## src/rtl/pc_sequencer.sv

```systemverilog
// Program counter sequencer with relative/absolute jumps and a circular return-address stack.
// Sticky overflow/underflow flags report stack misuse until cleared by clrErr.
module pc_sequencer #(
    parameter int               PC_W      = 16,
    parameter int               OFF_W     = 6,
    parameter int               RAS_DEPTH = 4,
    parameter logic [PC_W-1:0]  RESET_VEC = '0
) (
    input  logic                         Clk2,
    input  logic                         reset,
    input  logic                         updatePC,
    input  logic                         jump,
    input  logic [OFF_W-1:0]             offset,
    input  logic                         jumpAbs,
    input  logic                         call,
    input  logic                         ret,
    input  logic [PC_W-1:0]              target,
    input  logic                         clrErr,
    output logic [PC_W-1:0]              PC,
    output logic [$clog2(RAS_DEPTH):0]   ras_count,
    output logic                         ras_empty,
    output logic                         ras_full,
    output logic                         ras_ovf,
    output logic                         ras_unf
);

    localparam int PTR_W = $clog2(RAS_DEPTH);
    localparam int CNT_W = PTR_W + 1;
    localparam logic [CNT_W-1:0] FULL_CNT = CNT_W'(RAS_DEPTH);

    logic [PC_W-1:0]  pc_q, pc_d;
    logic [PTR_W-1:0] top_q, top_d;
    logic [CNT_W-1:0] cnt_q, cnt_d;
    logic             ovf_q, ovf_d;
    logic             unf_q, unf_d;
    logic [PC_W-1:0]  stack_q [RAS_DEPTH];

    logic             push_en;
    logic [PC_W-1:0]  pc_inc;
    logic [PC_W-1:0]  off_sext;
    logic [PTR_W-1:0] top_dec;

    assign pc_inc   = pc_q + PC_W'(1);
    assign off_sext = PC_W'($signed(offset));
    assign top_dec  = top_q - PTR_W'(1);

    always_ff @(posedge Clk2 or posedge reset) begin
        if (reset) begin
            pc_q  <= RESET_VEC;
            top_q <= '0;
            cnt_q <= '0;
            ovf_q <= 1'b0;
            unf_q <= 1'b0;
        end else begin
            pc_q  <= pc_d;
            top_q <= top_d;
            cnt_q <= cnt_d;
            ovf_q <= ovf_d;
            unf_q <= unf_d;
        end
    end

    // Stack payload is deliberately unreset; only the pointer and count define validity.
    always_ff @(posedge Clk2) begin
        if (push_en) begin
            stack_q[top_q] <= pc_inc;
        end
    end

    always_comb begin
        pc_d    = pc_q;
        top_d   = top_q;
        cnt_d   = cnt_q;
        ovf_d   = ovf_q & ~clrErr;
        unf_d   = unf_q & ~clrErr;
        push_en = 1'b0;
        if (updatePC) begin
            if (ret) begin
                if (cnt_q != '0) begin
                    pc_d  = stack_q[top_dec];
                    top_d = top_dec;
                    cnt_d = cnt_q - CNT_W'(1);
                end else begin
                    pc_d  = pc_inc;
                    unf_d = 1'b1;
                end
            end else if (call) begin
                // When full, top_q already points at the oldest entry, so the push overwrites it.
                push_en = 1'b1;
                top_d   = top_q + PTR_W'(1);
                pc_d    = target;
                if (cnt_q == FULL_CNT) begin
                    ovf_d = 1'b1;
                end else begin
                    cnt_d = cnt_q + CNT_W'(1);
                end
            end else if (jumpAbs) begin
                pc_d = target;
            end else if (jump) begin
                pc_d = pc_q + off_sext;
            end else begin
                pc_d = pc_inc;
            end
        end
    end

    assign PC        = pc_q;
    assign ras_count = cnt_q;
    assign ras_empty = (cnt_q == '0);
    assign ras_full  = (cnt_q == FULL_CNT);
    assign ras_ovf   = ovf_q;
    assign ras_unf   = unf_q;

endmodule

```

## config.mk

```make
export PLATFORM = sky130hd
export DESIGN_NAME = pc_sequencer
export DESIGN_NICKNAME = d
export VERILOG_FILES = /design/src/rtl/pc_sequencer.sv
export SDC_FILE = /design/constraint.sdc
export NUM_CORES = 1
export LEC_CHECK = 0
export CAP_MARGIN = 5
export CORE_UTILIZATION = 45
export CTS_BUF_LIST = sky130_fd_sc_hd__clkbuf_8
export DETAILED_ROUTE_END_ITERATION = 12
export PLACE_DENSITY = 0.78
export SLEW_MARGIN = 20
export SYNTH_ARGS = -nofsm -noshare
export SYNTH_HDL_FRONTEND = slang
export SYNTH_SLANG_ARGS = --single-unit
```

## constraint.sdc

```tcl
create_clock -name Clk2 -period 2.5 [get_ports Clk2]
set_input_delay 0.25 -clock Clk2 [delete_from_list [all_inputs] [get_ports Clk2]]
set_output_delay 0.25 -clock Clk2 [all_outputs]
set_load 0.1 [all_outputs]
```

Yosys cells after proc, flatten, opt, wreduce, memory -nomap -nowiden --
Memory sizes are Yosys's and may differ from the RTL's. Cells that the tools add are included.
Word-level totals: bits in registers 23, bits in writable memories 64, input port bits 30, output and inout port bits 23, logic and storage cells 47, memories 1
Operators by class: add/sub/neg operators 6, equal/unequal tests 3, multiplexer cells 24, bitwise gates (word level) 3, reductions and logical operators 5
Memories:
- stack_q | words 4, width 16, read ports 1, clocked after memory_dff 0, wr ports 1, RTL line 36 | logic [PC_W-1:0] stack_q [RAS_DEPTH];
Operators by type and width (count):
- 16-bit 2-to-1 mux | 5
- 16-bit by 1-bit adder with 16-bit output (second input constant) | 1
- 16-bit adder | 1
- 1-bit 2-to-1 mux | 12
- 3-bit 2-to-1 mux | 4
- 2-bit 2-to-1 mux | 3
- 4-bit AND reduction | 1
- 3-bit by 1-bit adder with 3-bit output (second input constant) | 1
- 3-bit == test (second input constant) | 1
- 3-bit zero test | 1
- 3-bit AND reduction | 1
- 3-bit nonzero test | 1
- 3-bit by 1-bit subtractor with 3-bit output (second input constant) | 1
- 2-bit by 1-bit adder with 2-bit output (second input constant) | 1
- 1-bit bitwise AND | 2
- 2-bit by 1-bit inequality test with 1-bit output (second input constant) | 1
- 2-bit inequality test (second input constant) | 1
- 2-bit nonzero test | 1
- 2-bit by 1-bit subtractor with 2-bit output (second input constant) | 1
- 1-bit inverter | 1

Logic depth before layout (Yosys ltp) --
depth in word-level cells 6, depth in mapped cells 11, depth with buffers taken out 8

Worst setup path after synthesis --
OpenSTA, ideal clock, no wires.
path type reg-to-reg, from register pc_q[0], in the netlist PC[0], to register pc_q[14], in the netlist PC[14], library setup time 0.075 ns, data arrival time 2.751 ns, data required time 2.425 ns, setup slack -0.326 ns, stages on the path, launching flop included 9, buffers on the path 0, period minus slack after synthesis 2.826 ns, path through dfrtp_1 ha_1 fa_1 a211oi_2 o211ai_1 a31oi_1 nand3_1 a21o_1 a21oi_2
On the way: cells in the longest elaborated chain, start to end 5, elaborated cells on any way between the ends 7, those cells by class add/sub (2); mux (5)
RTL lines:
- start: declaration | RTL line 31 | logic [PC_W-1:0] pc_q, pc_d;
- start signal: assignment | RTL line 55 | pc_q <= pc_d;
- 16-bit by 1-bit adder with 16-bit output / 16-bit adder (equally long branches) | RTL line 43, 100
- 16-bit 2-to-1 mux | RTL line 99 | end else if (jump) begin
- 16-bit 2-to-1 mux | RTL line 97 | end else if (jumpAbs) begin
- 16-bit 2-to-1 mux | RTL line 87 | end else if (call) begin
- 16-bit 2-to-1 mux * | RTL line 78 | if (ret) begin
Every way passes the cells marked *; elsewhere a longest branch is shown, timed or not. A chain may end at the register's enable or synchronous reset.

Final worst setup path --
Same ends and word-level chain as after synthesis.

==> metrics.txt <==
actual slew at the worst max-slew pin=0.681 ns; r2r setup slk=0.12 ns; final setup TNS=0 ns; startpoint types=register; CP Cell Sequence=ha_1, fa_1, a211oi_2, o211ai_1, a31oi_2, nand3_1, a21o_1, a21oi_2; clock sink count=87; total wire length=13700 um; Worst EP required=2.79 ns; post-synth net total=492; reg2reg start=PC[0]$_DFFE_PP0P_; First DRT Iteration DRCs=466; mapped cell area=5070 sq um; leakage=2.40 nW; first-pass GRT wire length=21000 um; skew final=0.0142 ns; final period utilization=95.3%; asr flop ratio synth=26.4%; HPWL Detailed=9980 um; run status=finished, final reports clean; port bufs=52; largest net degree at the start of global routing=20; hold_ws=0.300 ns; register area=2510 sq um; share of cells above drive strength 1=23.4%; die area=11700 sq um; Clock Latency Late Sink=0.36 ns; ant diodes=0; die span in y=108 um; Post-synth EDFFs=64; Via Count=4102; final setup fails=0; cell family with most CP delay=compound AO/OA/AOI/OAI gates; leading cell type in the layout, fill and taps excluded=edfxtp_1; grt total ovfl=0; area grow syn2layout=23.0%; Num CTS Buffers=9; CP arrival=2.67 ns; Clock Tree Buf Depth=2; Placer Congestion=0.956; I/O pins=53; Final Cell Area=6240 sq um; footprint of the multi-input gates=2420 sq um; FF-to-FF End=PC[14]$_DFFE_PP0P_; die width=108 um; Tmin final=2.38 ns; commonest non-fill, non-tap cells in the layout=edfxtp_1 (64), buf_4 (61), nand2_1 (42), clkdlybuf4s50_1 (29), a21oi_1 (24); Vias/cell=6.13; Syn. warnings=0; initial antenna violation count=0; Post-DP Area=6030 sq um; Synth Flop Type=edfxtp_1; crit-path max FO=3; synth unique cells=69; Setup WS post-layout=0.118 ns; Hold WC Path Type=in2async; Largest stage delay, worst path=0.49 ns; leading area contributor after synthesis=edfxtp_1; share of Yosys cell area claimed by the top area cell type=37.9%; Initial Utilization=46.6%; CTS tree=built; Buf/Inv on CP=0; Syn Inst Count=440; worst rel slew slack=54.5%; Avg WL per Cell=20.5 um; slowest CP cell=dfrtp_4; clock-pin slew on the worst setup and hold paths=0.09 ns; fillers=920; Core ar.=10900 sq um; max cap viols=0; Core Util, Final=57.3%; DRC violations left=0; PD cells=1330 nW/um^2; Root Driver=clkbuf_8; ANT nets after route=0; Seq/Total Area, Yosys=49.2%; Pre-Repair DR Iteration Count=5; gr usage total=24.5%; H-tree levels=3; f_max=0.420 GHz; flops & latches, synth=87; largest cells by area after synthesis=edfxtp_1 (38%), dfrtp_1 (11%), mux4_2 (7.1%); crit end category=register; Fin. Hold Viols=0; pre-CTS setup slack=-0.0892 ns; CP Class=reg2reg; Mean Syn Cell Area=11.5 sq um; Worst R2R Path Depth=8; vias in the first global route=3945; VDD IR max=0.000866 V; final net count=576; Cell Rows=38; Slew Limit Fails=0
==> repair_timing <==
item | 4_1_cts | 5_1_grt
setup endpoints to repair | 0 | 2
gates resized for setup | 0 | 1
hold buffers | 0 | 0
buffers inserted | 0 | 0
endpoints found under the hold margin | 0 | 0
==> metrics by stage <==
step	std cells	total power, W
floorplan	440	0.00575
global placement	653	0.00713
detailed placement	653	0.00725
CTS	669	0.00829
global route	669	0.00875
finish	669	0.00830
==> synth_stat cells (all sizes together), types with 2 or more instances <==
library cell / instances
xnor2: 15
a31oi: 6
ha: 20
o22a: 2
mux2i: 5
edfxtp: 64
o2bb2ai: 2
o21bai: 4
nand3: 13
a21o: 8
and2: 2
nor3: 7
clkbuf: 14
o31a: 2
or3: 2
mux4: 16
a21oi: 25
o21ai: 35
buf: 9
inv: 15
nand2: 43
a211oi: 10
a221o: 3
nor4: 2
a211o: 2
nor2b: 2
o211ai: 8
nor2: 23
o31ai: 4
o21a: 2
a222oi: 4
xor2: 11
o221a: 2
and4: 2
dfrtp: 23
mux2: 2
fa: 2
and3: 8
nand4: 5
==> layer usage <==
layer	wire length, um	GRT usage [%]	up-vias
li1	-	-	1865
met3	1120	4.34	18
met5	0	0	-
met4	225	6.46	0
met2	6680	40.4	207
met1	5660	33.2	2012
==> state kept, by name (all words and copies together) (netlist names) <==
signal / count
PC: 16
ras_count: 3
top_q: 2
ras_unf: 1
stack_q: 64
ras_ovf: 1
==> kinds of logic after synthesis <==
kind of cell | share of synthesized area [%]
XOR/XNOR | 4.64
buffers and inverters | 3.13
multiplexers | 8.53
flip-flops | 49.2
adder cells (fa/ha/maj) | 5.72
AND/OR/NAND/NOR | 11.5
AO/OA/AOI/OAI | 17.2
==> layout make-up <==
class,count,share of cell area [%]
clock inverters,7,1.30
repair buffers,96,13.9
inverters,15,0.902
well taps,140,2.81
multi-input cells,315,38.8
flip-flops and latches,87,40.3
clock buffers,9,1.98
==> report_power, final <==
| group | internal [W] | total [W] | switching (W) |
|---|---|---|---|
| Combinational | 0.00177 | 0.00498 | 0.00321 |
| Clock | 0.000478 | 0.00102 | 0.000542 |
| Sequential | 0.00197 | 0.00230 | 0.000328 |
==> worst max-delay path by stage <==
stage	depth (start not counted)	slack, ns	from	to
floorplan	6	0.00004	PC[11]$_DFFE_PP0P_	PC[14]$_DFFE_PP0P_
global placement	9	-0.07	offset[0]	PC[14]$_DFFE_PP0P_
detailed placement	9	-0.09	offset[0]	PC[14]$_DFFE_PP0P_
CTS	8	0.09	PC[0]$_DFFE_PP0P_	PC[14]$_DFFE_PP0P_
global route	8	-0.01	PC[0]$_DFFE_PP0P_	PC[14]$_DFFE_PP0P_
finish	8	0.12	PC[0]$_DFFE_PP0P_	PC[14]$_DFFE_PP0P_
(Power assumes the default switching activity.)
